--- config.mk ---
export PLATFORM = sky130hd
export DESIGN_NAME = fixed_point_divider_flat
export DESIGN_NICKNAME = d
export VERILOG_FILES = /design/src/rtl/fxp_pkg.sv /design/src/rtl/fixed_point_divider_if.sv /design/src/rtl/fxp_div_step.sv /design/src/rtl/fixed_point_divider.sv /design/src/flat_wrapper.sv
export SDC_FILE = /design/constraint.sdc
export NUM_CORES = 1
export LEC_CHECK = 0
export BUFFER_PORTS_ARGS = -buffer_cell sky130_fd_sc_hd__buf_2
export CORE_ASPECT_RATIO = 1.1
export CORE_UTILIZATION = 51
export CTS_CLUSTER_SIZE = 28
export DETAILED_ROUTE_END_ITERATION = 8
export PLACE_DENSITY_LB_ADDON = 0.12
export SLEW_MARGIN = 20
export SYNTH_ARGS = -nofsm -noshare
export SYNTH_HDL_FRONTEND = slang
export SYNTH_HIERARCHICAL = 1
export SYNTH_SLANG_ARGS = --single-unit
export TNS_END_PERCENT = 30
--- constraint.sdc ---
create_clock -name clk -period 11.6 [get_ports clk]
set_input_delay 0.58 -clock clk [delete_from_list [all_inputs] [get_ports clk]]
set_output_delay 0.58 -clock clk [all_outputs]
set_load 0.01 [all_outputs]
--- src/rtl/fxp_pkg.sv ---
// Shared fixed-point definitions: default operand format, divider FSM states and
// the quotient-bit count used by the divider.
package fxp_pkg;

  localparam int FXP_WIDTH = 32;
  localparam int FXP_FBITS = 10;

  typedef enum logic [1:0] {
    IDLE,
    CALC,
    DONE
  } div_state_t;

  function automatic int div_iter(input int width, input int fbits);
    return width + fbits;
  endfunction

endpackage

--- src/rtl/fixed_point_divider_if.sv ---
// Start/ready handshake and operand/result bus of the fixed-point divider.
interface fixed_point_divider_if
  import fxp_pkg::*;
#(
  parameter int WIDTH = FXP_WIDTH
);

  logic             start;
  logic [WIDTH-1:0] operand_1;
  logic [WIDTH-1:0] operand_2;
  logic [WIDTH-1:0] result;
  logic             ready;
  logic             busy;
  logic             div_by_zero;
  logic             overflow;

  modport master (
    output start, operand_1, operand_2,
    input  result, ready, busy, div_by_zero, overflow
  );

  modport slave (
    input  start, operand_1, operand_2,
    output result, ready, busy, div_by_zero, overflow
  );

endinterface

--- src/rtl/fxp_div_step.sv ---
// One combinational restoring-division step: shift in a dividend bit, trial-subtract
// the divisor and keep the difference only when it is non-negative.
module fxp_div_step #(
  parameter int WIDTH = 32
) (
  input  logic [WIDTH:0]   remainder,
  input  logic             dividend_bit,
  input  logic [WIDTH-1:0] divisor,
  output logic [WIDTH:0]   next_remainder,
  output logic             quotient_bit
);

  logic [WIDTH:0] shifted;
  logic [WIDTH:0] trial;

  // The remainder always stays below the divisor, so its top bit is zero and drops out here.
  assign shifted        = (WIDTH + 1)'({remainder, dividend_bit});
  assign trial          = shifted - {1'b0, divisor};
  assign quotient_bit   = ~trial[WIDTH];
  assign next_remainder = quotient_bit ? trial : shifted;

endmodule

--- src/rtl/fixed_point_divider.sv ---
// Iterative restoring divider computing floor((operand_1 << FBITS) / operand_2), one bit per clock.
// Define FXP_DIV_SIGNED_EN for two's-complement operands (one extra cycle for the sign fix-up).
module fixed_point_divider
  import fxp_pkg::*;
#(
  parameter int WIDTH = FXP_WIDTH,
  parameter int FBITS = FXP_FBITS
) (
  input logic                  clk,
  input logic                  reset,
  fixed_point_divider_if.slave bus
);

  localparam int ITER = div_iter(WIDTH, FBITS);
  localparam int CW   = $clog2(ITER + 1);
  localparam logic [CW-1:0] LAST_STEP = CW'(ITER - 1);

  div_state_t       state, state_next;
  logic [ITER-1:0]  dividend, quotient, quotient_next;
  logic [WIDTH:0]   remainder, remainder_next;
  logic [WIDTH-1:0] divisor, load_dividend, load_divisor;
  logic [CW-1:0]    count;
  logic             quotient_bit, pending, fixup_cycle;
  logic             accept, step, calc_last;
  logic             publish, pub_dbz, pub_ovf;
  logic [WIDTH-1:0] pub_result, result_q;
  logic             ready_q, busy_q, dbz_q, ovf_q;

  fxp_div_step #(.WIDTH(WIDTH)) u_step (
    .remainder     (remainder),
    .dividend_bit  (dividend[ITER-1]),
    .divisor       (divisor),
    .next_remainder(remainder_next),
    .quotient_bit  (quotient_bit)
  );

  assign quotient_next = (quotient << 1) | ITER'(quotient_bit);

  always_ff @(posedge clk or posedge reset) begin
    if (reset) state <= IDLE;
    else       state <= state_next;
  end

  // A pending DONE cycle (divide-by-zero or sign fix-up) publishes before returning to IDLE.
  always_comb begin
    state_next = state;
    accept     = 1'b0;
    step       = 1'b0;
    calc_last  = 1'b0;
    case (state)
      IDLE: if (bus.start) begin
        accept     = 1'b1;
        state_next = (bus.operand_2 == '0) ? DONE : CALC;
      end
      CALC: begin
        step = 1'b1;
        if (count == LAST_STEP) begin
          calc_last  = 1'b1;
          state_next = DONE;
        end
      end
      DONE: if (!pending) state_next = IDLE;
      default: state_next = IDLE;
    endcase
  end

`ifdef FXP_DIV_SIGNED_EN
  localparam logic [ITER-1:0] POS_LIMIT = {{(ITER - WIDTH + 1){1'b0}}, {(WIDTH - 1){1'b1}}};
  localparam logic [ITER-1:0] NEG_LIMIT = POS_LIMIT + ITER'(1);

  logic neg_result, neg_dividend;

  assign load_dividend = bus.operand_1[WIDTH-1] ? (~bus.operand_1 + WIDTH'(1)) : bus.operand_1;
  assign load_divisor  = bus.operand_2[WIDTH-1] ? (~bus.operand_2 + WIDTH'(1)) : bus.operand_2;
  assign fixup_cycle   = 1'b1;

  always_ff @(posedge clk or posedge reset) begin
    if (reset) begin
      neg_result   <= 1'b0;
      neg_dividend <= 1'b0;
    end else if (accept) begin
      neg_result   <= bus.operand_1[WIDTH-1] ^ bus.operand_2[WIDTH-1];
      neg_dividend <= bus.operand_1[WIDTH-1];
    end
  end

  always_comb begin
    publish    = (state == DONE) && pending;
    pub_dbz    = (divisor == '0);
    pub_ovf    = 1'b0;
    pub_result = neg_result ? (~quotient[WIDTH-1:0] + WIDTH'(1)) : quotient[WIDTH-1:0];
    if (pub_dbz) begin
      pub_result = neg_dividend ? {1'b1, {(WIDTH - 1){1'b0}}} : {1'b0, {(WIDTH - 1){1'b1}}};
    end else begin
      pub_ovf = quotient > (neg_result ? NEG_LIMIT : POS_LIMIT);
    end
  end
`else
  assign load_dividend = bus.operand_1;
  assign load_divisor  = bus.operand_2;
  assign fixup_cycle   = 1'b0;

  // Normal results publish with the last step; only divide-by-zero publishes from DONE.
  always_comb begin
    publish    = calc_last || ((state == DONE) && pending);
    pub_dbz    = (state == DONE);
    pub_ovf    = 1'b0;
    pub_result = '1;
    if (!pub_dbz) begin
      pub_result = quotient_next[WIDTH-1:0];
      pub_ovf    = |quotient_next[ITER-1:WIDTH];
    end
  end
`endif

  always_ff @(posedge clk or posedge reset) begin
    if (reset) begin
      dividend  <= '0;
      quotient  <= '0;
      remainder <= '0;
      divisor   <= '0;
      count     <= '0;
      pending   <= 1'b0;
      result_q  <= '0;
      ready_q   <= 1'b0;
      busy_q    <= 1'b0;
      dbz_q     <= 1'b0;
      ovf_q     <= 1'b0;
    end else begin
      ready_q <= publish;
      if (accept) begin
        dividend  <= {load_dividend, {FBITS{1'b0}}};
        divisor   <= load_divisor;
        remainder <= '0;
        quotient  <= '0;
        count     <= '0;
        busy_q    <= 1'b1;
        pending   <= (bus.operand_2 == '0);
      end
      if (step) begin
        dividend  <= dividend << 1;
        remainder <= remainder_next;
        quotient  <= quotient_next;
        count     <= count + CW'(1);
        if (calc_last) pending <= fixup_cycle;
      end
      if (publish) begin
        result_q <= pub_result;
        dbz_q    <= pub_dbz;
        ovf_q    <= pub_ovf;
        pending  <= 1'b0;
      end
      if ((state == DONE) && !pending) busy_q <= 1'b0;
    end
  end

  assign bus.result      = result_q;
  assign bus.ready       = ready_q;
  assign bus.busy        = busy_q;
  assign bus.div_by_zero = dbz_q;
  assign bus.overflow    = ovf_q;

endmodule
--- src/flat_wrapper.sv ---
// flat-port wrapper written by rule: the top's interface ports become plain ports
module fixed_point_divider_flat import fxp_pkg::*;
#(
  parameter int WIDTH = FXP_WIDTH,
  parameter int FBITS = FXP_FBITS
)
  (clk, reset, bus_start, bus_operand_1, bus_operand_2, bus_result, bus_ready, bus_busy, bus_div_by_zero, bus_overflow);
  fixed_point_divider_if #(.WIDTH(WIDTH)) bus_i ();
  input logic clk;
  input logic reset;
  input wire logic [$bits(bus_i.start)-1:0] bus_start;
  input wire logic [$bits(bus_i.operand_1)-1:0] bus_operand_1;
  input wire logic [$bits(bus_i.operand_2)-1:0] bus_operand_2;
  output wire logic [$bits(bus_i.result)-1:0] bus_result;
  output wire logic [$bits(bus_i.ready)-1:0] bus_ready;
  output wire logic [$bits(bus_i.busy)-1:0] bus_busy;
  output wire logic [$bits(bus_i.div_by_zero)-1:0] bus_div_by_zero;
  output wire logic [$bits(bus_i.overflow)-1:0] bus_overflow;
  assign bus_i.start = bus_start;
  assign bus_i.operand_1 = bus_operand_1;
  assign bus_i.operand_2 = bus_operand_2;
  assign bus_result = bus_i.result;
  assign bus_ready = bus_i.ready;
  assign bus_busy = bus_i.busy;
  assign bus_div_by_zero = bus_i.div_by_zero;
  assign bus_overflow = bus_i.overflow;
  fixed_point_divider #(.WIDTH(WIDTH), .FBITS(FBITS)) u_core (.clk(clk), .reset(reset), .bus(bus_i));
endmodule
After elaboration in Yosys (flattened, before gate mapping)
Cells that the tools add are included.
Storage, ports and cells
  register bits: 192
  bits of input ports: 67
  output and inout bits: 36
  logic and storage cells: 59
Cells by class
  $add $sub $neg: 2
  eq/ne operators: 6
  mux-type cells: 27
  bitwise logic cells: 2
  reductions and logical operators: 10
Operator list (number)
  32-bit 2-to-1 mux: 4
  42-bit 2-to-1 mux: 2
  41-bit 2-to-1 mux: 2
  42-bit by 1-bit bitwise OR with 42-bit output: 1
  33-bit by 32-bit subtractor with 33-bit output: 1
  32-bit logical NOT: 1
  1-bit 2-to-1 mux: 12
  6-bit 2-to-1 mux: 2
  10-bit OR reduction: 1
  2-bit 2-to-1 mux: 4
  6-bit by 1-bit adder with 6-bit output (second input constant): 1
  6-bit == test (second input constant): 1
  2-bit case mux with 3 select lines: 1
  2-bit inequality test (second input constant): 2
  2-bit nonzero test: 2
  3-bit AND reduction: 1
  2-bit by 1-bit == test with 1-bit output (second input constant): 1
  2-bit == test (second input constant): 1
  1-bit logical AND: 2
  2-bit logical NOT: 1
  2-bit by 1-bit inequality test with 1-bit output (second input constant): 1
  1-bit logical NOT: 1
  1-bit logical OR: 1
  1-bit inverter: 1

Longest topological paths before layout
Gate-level depths: netlist of the first run.
  depth after elaboration: 6
  gate-level depth with buffers: 18
  depth with buffers taken out: 16

By module
Netlist of the first run, hierarchy kept.
Modules (own cells, without submodules)
  fixed_point_divider: instances 1, cells each 557, area each 7198.2 µm²
  fxp_div_step: instances 1, cells each 344, area each 2323.5 µm²

Least setup slack after synthesis of the first run
OpenSTA, ideal clock, no wires.
  path type: register to register
  from: reg u_core.remainder[22]
  to: reg u_core.remainder[10]
  setup time: 0.121 ns
  arrival time: 3.703 ns
  data required time: 11.479 ns
  slack: 7.776 ns
  stages on the path, launching flop included: 14
  buffers on the path: 3
  period minus slack after synthesis: 3.824 ns
  cell sequence: dfrtp_1 ha_1 clkbuf_1 a211o_1 o32a_1 a2111o_1 a21oi_1 or2_2 o21ai_0 ha_1 clkbuf_1 clkbuf_1 mux2_2 a22o_1
Between the ends
  word-level cells in the longest chain between the ends: 3
Ends and longest elaborated chain
  start, declared: RTL line fixed_point_divider.sv:20  | logic [WIDTH:0] remainder, remainder_next;
  start signal, assigned: RTL line fixed_point_divider.sv:142  | remainder <= remainder_next;
  33-bit by 32-bit subtractor with 33-bit output: RTL line fxp_div_step.sv:18  | assign trial = shifted - {1'b0, divisor};
  32-bit 2-to-1 mux: RTL line fxp_div_step.sv:20  | assign next_remainder = quotient_bit ? trial : shifted;
  named net u_core.remainder_next[10]: RTL line fixed_point_divider.sv:20
  32-bit 2-to-1 mux: RTL line fixed_point_divider.sv:140  | if (step) begin
The timed path passes the listed nets, and every way through them passes these cells.
A chain may end at the register's enable or synchronous reset.

Worst setup path after layout of the first run
  from: reg u_core.dividend[41]
  to: reg u_core.remainder[30]
Between the ends
  word-level cells in the longest chain between the ends: 3
Ends and longest elaborated chain
  start, declared: RTL line fixed_point_divider.sv:19  | logic [ITER-1:0] dividend, quotient, quotient_next;
  start signal, assigned: RTL line fixed_point_divider.sv:132  | dividend <= {load_dividend, {FBITS{1'b0}}};
  start signal, assigned: RTL line fixed_point_divider.sv:141  | dividend <= dividend << 1;
  33-bit by 32-bit subtractor with 33-bit output: RTL line fxp_div_step.sv:18
  32-bit 2-to-1 mux: RTL line fxp_div_step.sv:20
  named net u_core.remainder_next[30]: RTL line fixed_point_divider.sv:20
  32-bit 2-to-1 mux: RTL line fixed_point_divider.sv:140
The timed path passes the listed nets, and every way through them passes these cells.

==> results of run 1 <==
-- state kept, by name, indices dropped and copies added, names as in the netlist, 2 cells and up --
signal	flops
u_core/quotient	41
u_core/divisor	32
u_core/bus.result	32
u_core/state	2
u_core/dividend	32
u_core/remainder	32
u_core/count	6
-- how the worst max path moves through the flow --
| stage | to | from | slack [ns] | cells past startpoint |
|---|---|---|---|---|
| 3_5_place_dp | u_core/remainder[30] | u_core/dividend[41] | 7.50 | 16 |
| 4_1_cts | u_core/remainder[30] | u_core/dividend[41] | 7.45 | 16 |
| 6_report | u_core/remainder[30] | u_core/dividend[41] | 7.38 | 16 |
| 5_1_grt | u_core/remainder[30] | u_core/dividend[41] | 7.11 | 16 |
| 2_1_floorplan | u_core/bus.busy | reset | 6.08 | 1 |
| 3_3_place_gp | u_core/remainder[21] | u_core/dividend[41] | 7.61 | 16 |
-- power groups by stage --
stage / Sequential (mW) / Combinational [mW] / Clock, mW
after floorplan: 1.02 / 1.36 / 0
after global placement: 1.03 / 1.73 / 0
after detailed placement: 1.03 / 1.75 / 0
after CTS: 1.03 / 1.76 / 0.610
after global routing: 1.06 / 1.96 / 0.633
final: 1.02 / 1.76 / 0.595
-- cell usage in the layout (no fill, tap or decap), types with 9 or more instances in the layout --
| cell type | instances |
|---|---|
| dfrtp_1 | 182 |
| buf_2 | 102 |
| a22o_1 | 76 |
| nand2_1 | 63 |
| inv_1 | 46 |
| a31oi_1 | 39 |
| o21ai_1 | 35 |
| a21oi_1 | 35 |
| ha_1 | 35 |
| mux2_1 | 33 |
| o22a_1 | 32 |
| and2_1 | 31 |
| nor2_1 | 21 |
| a21o_1 | 19 |
| o21ai_0 | 18 |
| mux2_2 | 18 |
| clkbuf_16 | 17 |
| nand4_1 | 12 |
| nor4_1 | 11 |
| xnor2_1 | 11 |
| xor2_1 | 10 |
| buf_4 | 9 |
-- area by class of cell --
class	count	area, µm²	share of cell area [%]
Clock buffer	17	425	3.97
Clock inverter	15	198	1.84
Inverter	48	185	1.73
Multi-Input combinational cell	606	4460	41.6
Sequential cell	182	4550	42.5
Tap cell	238	298	2.78
Timing Repair Buffer	112	606	5.65
-- metrics by stage --
stage               util, %  setup slack (ns)
floorplan                 -              6.08
global placement       56.2              7.61
detailed placement     56.2              7.50
CTS                    59.7              7.45
global route           59.8              7.11
finish                 59.8              7.38
-- metal layers --
metal	share of wire, %	GRT usage, %
met4	1.6	7.91
met1	46	30.4
met3	4.1	5.10
met2	48	36.9
met5	0	0
==> flow_metrics.env, run 1 <==
export IMPL_area_growth_pct=13.1
export IMPL_crit_type="reg -> reg"
export IMPL_crit_slowest_cell="inv_1"
export IMPL_ctsHoldBuffers=0
export IMPL_clkPwrFrac_pct=17.6
export IMPL_worst_path_max_fanout=21
export IMPL_min_path_type="in -> async"
export IMPL_gp_congestion=0.882
export IMPL_avgSynthCellArea_um2=10.6
export IMPL_grt_overflow=0
export IMPL_place_area_um2=10100
export IMPL_coreArea_um2=17900
export IMPL_synth_cells=899
export IMPL_max_stage_delay_ns=0.52
export IMPL_reg2reg_from="u_core/dividend[41]"
export IMPL_synth_area_um2=9490
export IMPL_fin_total_pwr_mw=3.38
export IMPL_yosys_warnings=6
export IMPL_path_clk_slew_ns=0.08
export IMPL_clock_sinks=182
export IMPL_die_h_um=145
export IMPL_whs_ns=0.230
export IMPL_r2r_slack_ns=7.38
export IMPL_drv_slew=0
export IMPL_power_density_nw_per_um2=315
export IMPL_die_w_um=132
export IMPL_cpLargestDelayFamily="compound AO/OA/AOI/OAI gates"
export IMPL_p_int_mw=1.96
export IMPL_fin_setup_tns_ns=0
export IMPL_hold_viol=0
export IMPL_routed_wl_um=20900
export IMPL_drtPass1Iterations=5
export IMPL_cp_start_kind="flop"
export IMPL_drive_above_1_share_pct=17.7
export IMPL_path_buf_inv=2
export IMPL_period_minus_slack_ns=4.22
export IMPL_start_util_pct=52.9
export IMPL_place_inst=1185
export IMPL_relSlewSlack_pct=42.7
export IMPL_p_leak_nw=5.02
export IMPL_r2r_end="u_core/remainder[30]"
export IMPL_worstPathRequired_ns=11.93
export IMPL_p_sw_share_pct=42.1
export IMPL_track_usage_pct=22.9
export IMPL_cts_buffers=17
export IMPL_fin_crit_sh_pct=36.4
export IMPL_arrival_ns=4.55
export IMPL_htreeDepth=4
export IMPL_rsz0062_at_grt="false"
export IMPL_root_buffer="clkbuf_16"
export IMPL_r2r_cells=16
export IMPL_status="completed"
export IMPL_viasPerCell=5.81
export IMPL_first_global_vias=7147
export IMPL_final_nets=1070
export IMPL_dp_hpwl_um=13500
export IMPL_num_fill_cells=1530
export IMPL_finalSetupViolations=0
export IMPL_fin_area_um2=10700
export IMPL_grt_max_degree=77
export IMPL_power_frac_comb_pct=52.1
export IMPL_portBuffers=102
export IMPL_die_area_um2=19200
export IMPL_wl_per_cell_um=17.2
export IMPL_p_switching_mw=1.43
export IMPL_n_antenna_cell=0
export IMPL_irDropWorstVdd_mv=0.197
export IMPL_antenna_found_initial=0
export IMPL_cap_violations=0
export IMPL_clock_latency_ns=0.44
export IMPL_final_antenna_net_count=0
export IMPL_worstPathCellList="inv_1 > ha_1 > fa_1 > nor2b_1 > o2111ai_1 > a31oi_1 > o21ba_1 > a21oi_1 > or2_2 > o21ai_0 > ha_1 > inv_1 > nor2_1 > a22oi_1 > nand3b_1 > a22o_1"
export IMPL_final_cells=1218
export IMPL_cts_resized=0
export IMPL_row_count=51
export IMPL_clock_skew_ns=0.0187
export IMPL_cts_tree="yes"
export IMPL_cts_setup_buffers=0
export IMPL_worst_slew_pin_slew_ns=0.860
export IMPL_cp_end_kind="flop"
export IMPL_drt_initial_drc_count=426
export IMPL_ctsLongestPathBuffers=2
export IMPL_drc=0
export IMPL_vias=7071
export IMPL_io_pin_count=103
export IMPL_p_seq_share_pct=30.3
export IMPL_max_freq_ghz=0.237
export IMPL_synth_fp_nets=1002
export IMPL_grt_pass1_wl_um=35500
(Power assumes the default switching activity.)
==> inputs of run 2 (changes only) <==
- clock period: 11.6 -> 3.4 ns (I/O delays scaled with it)
==> run 2 against run 1 <==
  * The run now ends with negative hold slack left
  * Design area up 7.6%
  * Via count up 6.6%
  * Worst setup slack worse by 7.3 ns
  * Flip-flop and latch count unchanged
  * Clock-buffer cell count unchanged
  * Sequential share of layout area down 3.0 points
  * Clock skew down 0.0084 ns
  * Largest cell class unchanged
  * Highest routed layer unchanged
==> flow_metrics.env, run 2 (synthesis results as in run 1) <==
export IMPL_final_nets=1150
export IMPL_fin_ws_ns=0.101
export IMPL_start_util_pct=52.9
export IMPL_ctsLongestPathBuffers=2
export IMPL_cp_start_kind="flop"
export IMPL_worst_slew_pin_slew_ns=0.983
export IMPL_relSlewSlack_pct=34.5
export IMPL_worst_path_max_fanout=15
export IMPL_fin_crit_sh_pct=97.0
export IMPL_min_path_type="in -> async"
export IMPL_routed_wl_um=22300
export IMPL_path_clk_slew_ns=0.08
export IMPL_dp_hpwl_um=14400
export IMPL_arrival_ns=3.63
export IMPL_power_density_nw_per_um2=1080
export IMPL_fin_area_um2=11500
export IMPL_violations="negative hold slack"
export IMPL_critPathMostFrequentCell="a21o_1"
export IMPL_ff_latch_area_um2=4550
export IMPL_reg2reg_from="u_core/remainder[18]"
export IMPL_cp_end_kind="flop"
export IMPL_worstPathRequired_ns=3.73
export IMPL_area_growth_pct=21.6
export IMPL_drive_above_1_share_pct=22.4
export IMPL_htreeDepth=4
export IMPL_final_cell_mix="dfrtp_1, buf_2, a22o_1"
export IMPL_irDropWorstVdd_mv=0.570
export IMPL_die_area_um2=19200
export IMPL_fin_setup_tns_ns=0
export IMPL_place_inst=1229
export IMPL_layout_commonest_cell="dfrtp_1"
export IMPL_drv_slew=0
export IMPL_row_count=51
export IMPL_r2r_end="u_core/remainder[22]"
export IMPL_clock_sinks=182
export IMPL_num_fill_cells=1430
export IMPL_drtPass1Iterations=5
export IMPL_worstPathCellList="ha_1 > a21o_1 > a21o_1 > o32a_1 > a2111o_1 > a21oi_2 > or2_4 > o21ai_4 > ha_4 > buf_6 > mux2_2 > a22o_1"
export IMPL_first_global_vias=7624
export IMPL_place_area_um2=10400
export IMPL_grt_pass1_wl_um=37900
export IMPL_hold_viol=7
export IMPL_place_ws_ns=-0.178
export IMPL_largest_reg_flops=41
export IMPL_track_usage_pct=24.4
export IMPL_finalSetupViolations=0
export IMPL_wl_per_cell_um=17.2
export IMPL_coreArea_um2=17900
export IMPL_clock_skew_ns=0.0104
export IMPL_grt_max_degree=183
export IMPL_top_register="u_core/quotient"
export IMPL_max_freq_ghz=0.303
export IMPL_drt_initial_drc_count=476
export IMPL_grt_overflow=0
export IMPL_vias=7536
export IMPL_multi_input_area_um2=4550
export IMPL_cap_violations=0
export IMPL_antenna_found_initial=0
export IMPL_status="finished, violations left"
export IMPL_final_antenna_net_count=0
export IMPL_n_antenna_cell=0
export IMPL_r2r_cells=12
export IMPL_period_minus_slack_ns=3.30
export IMPL_max_stage_delay_ns=0.41
export IMPL_clock_latency_ns=0.44
export IMPL_crit_type="reg -> reg"
export IMPL_root_buffer="clkbuf_16"
export IMPL_rsz0062_at_grt="true"
export IMPL_gp_congestion=0.924
export IMPL_r2r_slack_ns=0.10
export IMPL_die_h_um=145
export IMPL_portBuffers=102
export IMPL_final_cells=1298
export IMPL_post_route_util_pct=64.4
export IMPL_die_w_um=132
export IMPL_fin_total_pwr_mw=12.5
export IMPL_whs_ns=-0.0180
export IMPL_crit_slowest_cell="a2111o_1"
export IMPL_p_leak_nw=5.40
export IMPL_cts_buffers=17
export IMPL_viasPerCell=5.81
export IMPL_io_pin_count=103
export IMPL_drc=0
export IMPL_cts_tree="yes"
run 2: layer usage:
| layer | vias up | GRT usage, % | routed length (µm) | share of wire, % |
|---|---|---|---|---|
| met5 | - | 0 | 0 | 0 |
| met4 | 0 | 8.49 | 446 | 2.0 |
| met3 | 40 | 4.26 | 822 | 3.7 |
| met2 | 175 | 40.6 | 10900 | 49 |
| met1 | 3710 | 31.9 | 10100 | 45 |
| li1 | 3611 | - | - | - |
run 2: area by class of cell:
type | instances | area share, %
tap | 238 | 2.58
clock buffer | 17 | 3.69
clock inverter | 15 | 1.77
multi-input combinational | 606 | 39.4
inverter | 48 | 1.62
sequential | 182 | 39.5
timing repair buffer | 192 | 11.5
run 2: worst max-delay path by stage:
stage	startpoint	endpoint	slack (ns)	cells past startpoint
after floorplan	u_core/remainder[22]	u_core/remainder[10]	-0.42	13
after global placement	u_core/divisor[0]	u_core/remainder[30]	-0.08	17
after detailed placement	u_core/divisor[0]	u_core/remainder[30]	-0.18	17
after CTS	u_core/divisor[0]	u_core/remainder[30]	0.02	17
after global routing	u_core/dividend[41]	u_core/remainder[21]	-0.06	18
final	u_core/remainder[18]	u_core/remainder[22]	0.10	12
run 2: timing repair:
item	in CTS	in global routing
cloned	0	1
pin swaps	3	14
endpoints found under the hold margin	33	0
hold buffers	33	0
buffers inserted	1	2
gates resized for setup	13	18
endpoints found under the setup margin	29	29
run 2: where the power goes:
part | total (mW) | internal, mW | switching [mW]
clock | 2.06 | 1.02 | 1.03
sequential | 3.52 | 2.99 | 0.534
combinational | 6.91 | 3.29 | 3.62
total | 12.5 | 7.30 | 5.19
run 2: worst max-delay path, delay by kind of cell, from the launching register on:
kind	cells	cell delay [ns]
buffers and inverters	1	0.18
multiplexers	1	0.35
flip-flops	1	0.39
adder cells (fa/ha/maj)	2	0.63
AO/OA/AOI/OAI	7	1.49
AND/OR/NAND/NOR	1	0.15
==> inputs of run 3 (changes only) <==
- CELL_PAD_IN_SITES_DETAIL_PLACEMENT: unset -> 1
- CELL_PAD_IN_SITES_GLOBAL_PLACEMENT: unset -> 1
- CORE_UTILIZATION: 51 -> 42
==> run 3 against run 2 <==
  * The run now ends clean
  * Register-to-register slack got worse by 0.04 ns
  * Clock skew is 0.0066 ns higher
  * Global-route usage fell by 0.94 points
  * Fmax is 1.3% lower
  * Non-clock buffer count increased by 30
  * Wire length rose by 16%
  * Die area grew 21%
  * First-iteration DRC count down 24%
  * Design area is 3.3% higher
  * Critical endpoint is now u_core/remainder[24]
  * Largest cell class is now multi-input gates
==> flow_metrics.env, run 3 (synthesis results as in run 1) <==
export IMPL_status="completed"
export IMPL_first_global_vias=8411
export IMPL_clock_latency_ns=0.44
export IMPL_max_freq_ghz=0.299
export IMPL_start_util_pct=42.9
export IMPL_post_route_util_pct=53.9
export IMPL_min_path_type="in -> reg"
export IMPL_clock_sinks=182
export IMPL_worst_path_max_fanout=11
export IMPL_clock_skew_ns=0.0170
export IMPL_wl_per_cell_um=18.8
export IMPL_cp_end_kind="flop"
export IMPL_place_area_um2=10700
export IMPL_area_growth_pct=25.6
export IMPL_fin_crit_sh_pct=98.3
export IMPL_crit_slowest_cell="dfrtp_1"
export IMPL_rsz0062_at_grt="true"
export IMPL_crit_type="reg -> reg"
export IMPL_hold_viol=0
export IMPL_final_nets=1180
export IMPL_finalSetupViolations=0
export IMPL_grt_pass1_wl_um=43800
export IMPL_whs_ns=0.0113
export IMPL_htreeDepth=4
export IMPL_r2r_cells=14
export IMPL_viasPerCell=5.61
export IMPL_dp_hpwl_um=17600
export IMPL_cp_start_kind="flop"
export IMPL_min_path_cells=2
export IMPL_fin_area_um2=11900
export IMPL_power_density_nw_per_um2=1100
export IMPL_grt_overflow=0
export IMPL_arrival_ns=3.67
export IMPL_coreArea_um2=22100
export IMPL_ctsLongestPathBuffers=2
export IMPL_p_leak_nw=5.59
export IMPL_die_w_um=145
export IMPL_relSlewSlack_pct=38.0
export IMPL_die_area_um2=23200
export IMPL_routed_wl_um=26000
export IMPL_layout_commonest_cell="dfrtp_1"
export IMPL_max_stage_delay_ns=0.40
export IMPL_antenna_found_initial=0
export IMPL_irDropWorstVdd_mv=0.447
export IMPL_worstPathCellList="ha_1 > buf_4 > nand2_1 > nor3_1 > o32a_1 > a2111o_1 > a21oi_2 > or2_4 > o21ai_4 > ha_4 > buf_6 > buf_12 > mux2_2 > a22o_1"
export IMPL_cts_buffers=17
export IMPL_gp_congestion=0.861
export IMPL_period_minus_slack_ns=3.34
export IMPL_drive_above_1_share_pct=23.9
export IMPL_fin_setup_tns_ns=0
export IMPL_fin_total_pwr_mw=13.1
export IMPL_cap_violations=0
export IMPL_largest_reg_flops=41
export IMPL_row_count=57
export IMPL_fin_ws_ns=0.0576
export IMPL_place_ws_ns=-0.236
export IMPL_final_cell_mix="dfrtp_1, buf_2, a22o_1"
export IMPL_vias=7769
export IMPL_drc=0
export IMPL_drtPass1Iterations=5
export IMPL_place_inst=1308
export IMPL_n_antenna_cell=0
export IMPL_grt_max_degree=57
export IMPL_worst_slew_pin_slew_ns=0.928
export IMPL_die_h_um=160
export IMPL_root_buffer="clkbuf_16"
export IMPL_io_pin_count=103
export IMPL_worstPathRequired_ns=3.72
export IMPL_path_clk_slew_ns=0.09
export IMPL_track_usage_pct=23.4
export IMPL_final_cells=1385
export IMPL_top_register="u_core/quotient"
export IMPL_cts_tree="yes"
export IMPL_portBuffers=102
export IMPL_final_antenna_net_count=0
export IMPL_drv_slew=0
export IMPL_drt_initial_drc_count=362
[run 3: area by class of cell]
cell class	instances	area (µm²)
tap	295	369
timing repair buffer	222	1590
sequential	182	4550
inverter	48	184
multi-input combinational	606	4570
clock buffer	17	425
clock inverter	15	229
fill	2456	10200
[run 3: worst max-delay path: cells and delay by family, from the launching register on]
| family | cells | cell delay [ns] |
|---|---|---|
| flops | 1 | 0.40 |
| mux | 1 | 0.34 |
| compound gates | 5 | 1.16 |
| simple gates | 3 | 0.32 |
| buf+inv | 3 | 0.39 |
| fa+ha+maj | 2 | 0.61 |
[run 3: worst paths after layout]
| kind | slack (ns) | end | from |
|---|---|---|---|
| min in group asynchronous | 0.46 | u_core/dividend[16] | reset |
| max reg2reg | 0.06 | u_core/remainder[24] | u_core/remainder[18] |
| min reg2reg | 0.48 | u_core/dividend[27] | u_core/dividend[27] |
| max in group asynchronous | 2.14 | u_core/quotient[2] | reset |
| min | 0.01 | u_core/divisor[0] | bus_operand_2[0] |
| max | 0.06 | u_core/remainder[24] | u_core/remainder[18] |
[run 3: what timing repair did]
item                       4_1_cts  5_1_grt
gates resized for setup         10       19
hold endpoints to repair        69        0
hold buffers                    35        0
setup endpoints to repair       32       29
buffers inserted                 7        3
pin swaps                        6        7
[run 3: layer usage]
layer | routed length, µm | share of wire [%] | track usage [%]
met4 | 609 | 2.3 | 7.80
met5 | 0 | 0 | 0
met2 | 13400 | 51 | 41.5
met1 | 11100 | 43 | 28.7
met3 | 862 | 3.3 | 4.17
[run 3: power by group]
group / switching [mW] / total [mW] / internal [mW] / leakage, nW
clock: 1.09 / 2.14 / 1.05 / 0.315
combinational: 3.88 / 7.46 / 3.58 / 2.98
sequential: 0.530 / 3.52 / 2.99 / 2.29
